File: config.mk
export PLATFORM = sky130hd
export DESIGN_NAME = line_motor_ctrl
export DESIGN_NICKNAME = d
export VERILOG_FILES = /design/src/rtl/line_motor_ctrl.sv
export SDC_FILE = /design/constraint.sdc
export NUM_CORES = 1
export LEC_CHECK = 0
export BUFFER_PORTS_ARGS = -buffer_cell sky130_fd_sc_hd__buf_2
export CAP_MARGIN = 0
export CORE_UTILIZATION = 50
export CTS_CLUSTER_DIAMETER = 100
export CTS_CLUSTER_SIZE = 40
export DETAILED_ROUTE_END_ITERATION = 6
export PLACE_DENSITY_LB_ADDON = 0.1
export REMOVE_ABC_BUFFERS = 1
export SLEW_MARGIN = 15
export SYNTH_ARGS = -nofsm -noshare
export SYNTH_HDL_FRONTEND = slang
export SYNTH_SLANG_ARGS = --single-unit
export TNS_END_PERCENT = 20
File: constraint.sdc
create_clock -name clk -period 2 [get_ports clk]
set_input_delay 0.1 -clock clk [delete_from_list [all_inputs] [get_ports clk]]
set_output_delay 0.1 -clock clk [all_outputs]
set_load 0.005 [all_outputs]
File: src/rtl/line_motor_ctrl.sv
// One-side line-follower motor controller: synchronised and debounced sensor and proximity inputs,
// a brake/forward/reverse FSM with brake dead-time, PWM on the H-bridge enable, and line-lost reverse search.
module line_motor_ctrl #(
  parameter int N_SENS   = 4,
  parameter int TURN_IDX = 0,
  parameter int PWM_W    = 8,
  parameter int DEB_CYC  = 4,
  parameter int DEAD_CYC = 8,
  parameter int LOST_CYC = 64
) (
  input  logic              clk,
  input  logic              rst,
  input  logic [N_SENS-1:0] sens,
  input  logic              prox,
  input  logic [PWM_W-1:0]  duty_fwd,
  input  logic [PWM_W-1:0]  duty_rev,
  output logic              en1,
  output logic              in1,
  output logic              in2,
  output logic [1:0]        state,
  output logic              lost
);

  // state    | meaning
  // ST_BRAKE | both bridge inputs high, dead-time counting
  // ST_FWD   | forward drive, PWM on en1 from dutyf_q
  // ST_REV   | reverse search, PWM on en1 from dutyr_q
  typedef enum logic [1:0] {ST_BRAKE = 2'd0, ST_FWD = 2'd1, ST_REV = 2'd2} state_e;

  localparam int NB  = N_SENS + 1;
  localparam int DBW = (DEB_CYC  > 1) ? $clog2(DEB_CYC + 1)  : 1;
  localparam int DTW = $clog2(DEAD_CYC + 1);
  localparam int LCW = $clog2(LOST_CYC + 1);
  localparam logic [DBW-1:0] DEB_LAST = DBW'(DEB_CYC - 1);
  localparam logic [DTW-1:0] DEAD_MAX = DTW'(DEAD_CYC);
  localparam logic [LCW-1:0] LOST_MAX = LCW'(LOST_CYC);

  logic [NB-1:0]           sync1_q, sync1_d, sync2_q, sync2_d, filt_q, filt_d;
  logic [NB-1:0][DBW-1:0]  deb_cnt_q, deb_cnt_d;
  logic [LCW-1:0]          lost_cnt_q, lost_cnt_d;
  logic [DTW-1:0]          dead_cnt_q, dead_cnt_d;
  logic [PWM_W-1:0]        pwm_cnt_q, pwm_cnt_d, dutyf_q, dutyf_d, dutyr_q, dutyr_d;
  state_e                  state_q, state_d, req;
  logic [N_SENS-1:0]       sens_f;
  logic                    obst, all_clr;

  // Bit N_SENS of the input path carries prox, the rest carry the sensors.
  assign sens_f  = filt_q[N_SENS-1:0];
  assign obst    = ~filt_q[N_SENS];
  assign all_clr = ~|sens_f;

  always_comb begin
    sync1_d    = {prox, sens};
    sync2_d    = sync1_q;
    filt_d     = filt_q;
    deb_cnt_d  = '0;
    for (int i = 0; i < NB; i++) begin
      if (sync2_q[i] != filt_q[i]) begin
        if (deb_cnt_q[i] == DEB_LAST) filt_d[i] = sync2_q[i];
        else                           deb_cnt_d[i] = deb_cnt_q[i] + 1'b1;
      end
    end
    lost_cnt_d = '0;
    if (all_clr && !obst)
      lost_cnt_d = (lost_cnt_q == LOST_MAX) ? lost_cnt_q : lost_cnt_q + 1'b1;
    pwm_cnt_d = pwm_cnt_q + 1'b1;
    dutyf_d   = (pwm_cnt_q == '0) ? duty_fwd : dutyf_q;
    dutyr_d   = (pwm_cnt_q == '0) ? duty_rev : dutyr_q;
  end

  always_comb begin
    req = ST_FWD;
    if (obst)                  req = ST_BRAKE;
    else if (sens_f[TURN_IDX]) req = ST_BRAKE;
    else if (all_clr)          req = (lost_cnt_q == LOST_MAX) ? ST_REV : ST_BRAKE;
  end

  always_comb begin
    state_d    = state_q;
    dead_cnt_d = '0;
    case (state_q)
      ST_BRAKE: begin
        dead_cnt_d = (dead_cnt_q == DEAD_MAX) ? dead_cnt_q : dead_cnt_q + 1'b1;
        if (dead_cnt_q == DEAD_MAX && req != ST_BRAKE) state_d = req;
      end
      ST_FWD:  if (req != ST_FWD) state_d = ST_BRAKE;
      ST_REV:  if (req != ST_REV) state_d = ST_BRAKE;
      default: state_d = ST_BRAKE;
    endcase
  end

  always_ff @(posedge clk) begin
    if (rst) begin
      state_q    <= ST_BRAKE;
      dead_cnt_q <= '0;
    end else begin
      state_q    <= state_d;
      dead_cnt_q <= dead_cnt_d;
    end
  end

  always_ff @(posedge clk) begin
    if (rst) begin
      sync1_q    <= '0;
      sync2_q    <= '0;
      filt_q     <= '0;
      deb_cnt_q  <= '0;
      lost_cnt_q <= '0;
      pwm_cnt_q  <= '0;
      dutyf_q    <= '0;
      dutyr_q    <= '0;
    end else begin
      sync1_q    <= sync1_d;
      sync2_q    <= sync2_d;
      filt_q     <= filt_d;
      deb_cnt_q  <= deb_cnt_d;
      lost_cnt_q <= lost_cnt_d;
      pwm_cnt_q  <= pwm_cnt_d;
      dutyf_q    <= dutyf_d;
      dutyr_q    <= dutyr_d;
    end
  end

  always_comb begin
    en1 = 1'b1;
    in1 = 1'b1;
    in2 = 1'b1;
    case (state_q)
      ST_FWD: begin
        in1 = 1'b0;
        en1 = (pwm_cnt_q < dutyf_q);
      end
      ST_REV: begin
        in2 = 1'b0;
        en1 = (pwm_cnt_q < dutyr_q);
      end
      default: ;
    endcase
  end

  assign state = state_q;
  assign lost  = (lost_cnt_q == LOST_MAX);

endmodule

==> flow_metrics.env <==
export IMPL_r2r_setup_slack_ps=230
export IMPL_synth_compound_area_share_pct=4.67
export IMPL_drt_iter0_drc=56
export IMPL_grt_pass1_vias=2197
export IMPL_fp_dieH_um=79.4
export IMPL_core_region_area_mm2=0.00564
export IMPL_grt_pass1_wl_um=9090
export IMPL_track_usage_pct=19.1
export IMPL_area_growth_syn_to_layout_pct=24.7
export IMPL_hpwlAfterDp_um=3480
export IMPL_yosysWarnings=0
export IMPL_critPathKind="register to primary output"
export IMPL_tritoncts="done"
export IMPL_final_common_cell="dfxtp_1"
export IMPL_dp_slack_ps=252
export IMPL_clock_path_buffers=2
export IMPL_relSlewSlack_pct=67.5
export IMPL_initial_core_util_pct=53.1
export IMPL_synth_async_reset_ratio_pct=0
export IMPL_wl_per_cell_um=11.5
export IMPL_hold_viol_final=0
export IMPL_yosysUniqueCellTypes=37
export IMPL_finalSetupViolCount=0
export IMPL_drc_errors=0
export IMPL_die_area_mm2=0.00631
export IMPL_fin_util_pct=66.3
export IMPL_clk_pin_slew_ps=70
export IMPL_routed_wl_um=5160
export IMPL_fmax_ghz=0.516
export IMPL_syn_area_per_cell_um2=9.58
export IMPL_grt_max_degree=27
export IMPL_power_density_mw_per_mm2=791
export IMPL_cp_num_buf_inv=1
export IMPL_required_ps=1900
export IMPL_ys_ff_latch=67
export IMPL_synth_cells=313
export IMPL_fin_tns_setup_ps=0
export IMPL_crit_chain="ha_4 > and3_4 > a22o_1 > o31ai_2 > o21ai_1 > o41ai_2 > buf_2"
export IMPL_critPathTopFamily="compound AO/OA/AOI/OAI gates"
export IMPL_gp_congestion=0.812
export IMPL_synth_fa_ha_area_share_pct=13.8
export IMPL_worstHoldPathType="input port to register"
export IMPL_antenna_cells=0
export IMPL_fin_crit_ps=1940
export IMPL_grt_ovfl_total=0
export IMPL_worst_slew_pin_slew_ps=487
export IMPL_worstPathMaxFanout=2
export IMPL_worstSkewPairLatency_ps=340
export IMPL_layout_common_cells="61 x dfxtp_1, 54 x nor2_1, 33 x inv_1"
export IMPL_end_kind="primary output"
export IMPL_status="finished clean"
export IMPL_seq_area_frac_synth_pct=44.7
export IMPL_cts_buffers=9
export IMPL_finClkSkew_ps=8.24
export IMPL_min_from="duty_fwd[5]"
export IMPL_cp_arrival_ps=1840
export IMPL_hold_end="dutyf_q[5]"
export IMPL_layout_drive_gt1_share_pct=18.1
export IMPL_slowest_delay_ps=360
export IMPL_htree_levels=3
export IMPL_cap_viol_max_count=0
export IMPL_rsz0062_at_grt="true"
export IMPL_r2r_start="state[0]"
export IMPL_fin_crit_sh_pct=96.9
export IMPL_crit_slowest_cell="dfxtp_4"
export IMPL_peakVddDrop_uv=528
export IMPL_synth_top_family_by_area="simple AND/OR/NAND/NOR gates"
export IMPL_netlist_area_mm2=0.00300
export IMPL_synth_xor_area_share_pct=5.55
export IMPL_firstDrtPassIters=4
export IMPL_num_vias=2178
export IMPL_clkSinkCount=67
export IMPL_critPathLaunchType="register"
export IMPL_yosys_area_share_simple_pct=18.6
export IMPL_timing_final_ws_setup_ps=61.8
export IMPL_die_width_um=79.4
export IMPL_rows=27
export IMPL_synth_edf_count=0
export IMPL_r2r_cells=7
export IMPL_cts_root_buf="clkbuf_8"
export IMPL_ioPinCount=29
export IMPL_p_leak_uw=0.00159
export IMPL_fillers=440
export IMPL_synth_flop_cell="dfxtp_1"
export IMPL_io_buffers=28
export IMPL_r2r_end="state[1]"
export IMPL_report_final_slew_viol_count=0
export IMPL_nets=426
export IMPL_synth_mux_area_share_pct=7.39
export IMPL_antenna_found_initial=0
export IMPL_drtAntennaViolNets=0
export IMPL_min_delay_path_depth=3
export IMPL_viasPerCell=4.87
[layout make-up]
cell class	instances	area [µm²]	area share [%]
multi-input combinational	204	1550	41.5
clock inverter	6	88.8	2.38
inverter	36	135	3.61
sequential	67	1350	36.1
timing repair buffer	52	383	10.2
tap	72	90.1	2.41
clock buffer	10	138	3.68
[through the flow]
stage / hold WS (ps) / instances / total power [µW] / area [µm²]
CTS: 8.31 / 447 / 2990 / 3730
detailed placement: 318 / 409 / 1700 / 3230
global route: 31.0 / 447 / 3090 / 3740
finish: 14.6 / 447 / 2960 / 3740
floorplan: 167 / 307 / 1610 / 2970
global placement: 309 / 409 / 1690 / 3230
[worst max path at each step]
stage | from | end | slack, ps | depth (start not counted)
after floorplan | pwm_cnt_q[3] | dutyf_q[0] | 310 | 4
after global placement | pwm_cnt_q[7] | en1 | 300 | 7
after detailed placement | state[0] | state[1] | 250 | 7
after CTS | dutyf_q[7] | en1 | 6 | 8
after global routing | dutyf_q[7] | en1 | -60 | 8
final | pwm_cnt_q[6] | en1 | 60 | 7
[routing by layer]
layer | wire length (µm) | share of wire (%) | vias to the layer above | track usage (%)
li1 | - | - | 1151 | -
met1 | 2470 | 48 | 981 | 21.8
met2 | 2360 | 46 | 31 | 31.4
met3 | 152 | 2.9 | 15 | 4.23
met4 | 184 | 3.6 | 0 | 13.8
met5 | 0 | 0 | - | 0
[worst register-to-register path, cell delays in order, from the launching register on]
cell,delay [ps]
dfxtp_1,390
inv_1,80
ha_1,220
and3b_1,170
nand4b_1,110
nand4b_2,150
or4_1,410
a21oi_1,170
[state kept, by name, indices dropped and copies added, names as in the netlist]
signal / count
dead_cnt_q: 4
deb_cnt_q: 15
dutyf_q: 8
dutyr_q: 8
filt_q: 5
lost_cnt_q: 7
pwm_cnt_q: 8
state: 2
sync1_q: 5
sync2_q: 5
[cells by family (layout without fill, tap and decap cells)]
family | count (synthesis) | after routing
xor+xnor | 19 | 19
compound gates | 20 | 20
simple gates | 110 | 110
flops | 67 | 67
fa+ha+maj | 33 | 33
mux | 22 | 22
buf+inv | 42 | 104
[Yosys cell counts (all sizes together) (2+ instances only)]
cell    count  share of area, %
dfxtp      67                45
nor2       54               6.8
inv        36               4.5
ha         33                14
mux2i      21               7.0
nor2b      13               2.7
xnor2      12               3.5
nand3      10               1.7
or3         7               1.5
xor2        7               2.0
a21oi       5              0.83
and3        5               1.1
clkbuf      5              0.63
nand2       5              0.63
nor3        5              0.83
nand2b      3              0.63
o21ai       3              0.50
a21o        2              0.50
nand3b      2              0.50
nand4b      2              0.79
nor4        2              0.92
o31ai       2              0.50
o41ai       2              0.58
[timing repair]
item / 4_1_cts / 5_1_grt
gates cloned: 0 / 0
endpoints found under the setup margin: 1 / 1
setup buffers: 2 / 0
hold endpoints to repair: 20 / 0
pin swaps: 3 / 1
hold buffers: 20 / 0
gates resized for setup: 14 / 2
[power breakdown]
| part | total, µW | internal [µW] | switching [µW] |
|---|---|---|---|
| clock | 1250 | 735 | 516 |
| combinational | 284 | 156 | 128 |
| sequential | 1420 | 1390 | 33.4 |
Note: power is estimated with default switching activity, not from simulation.
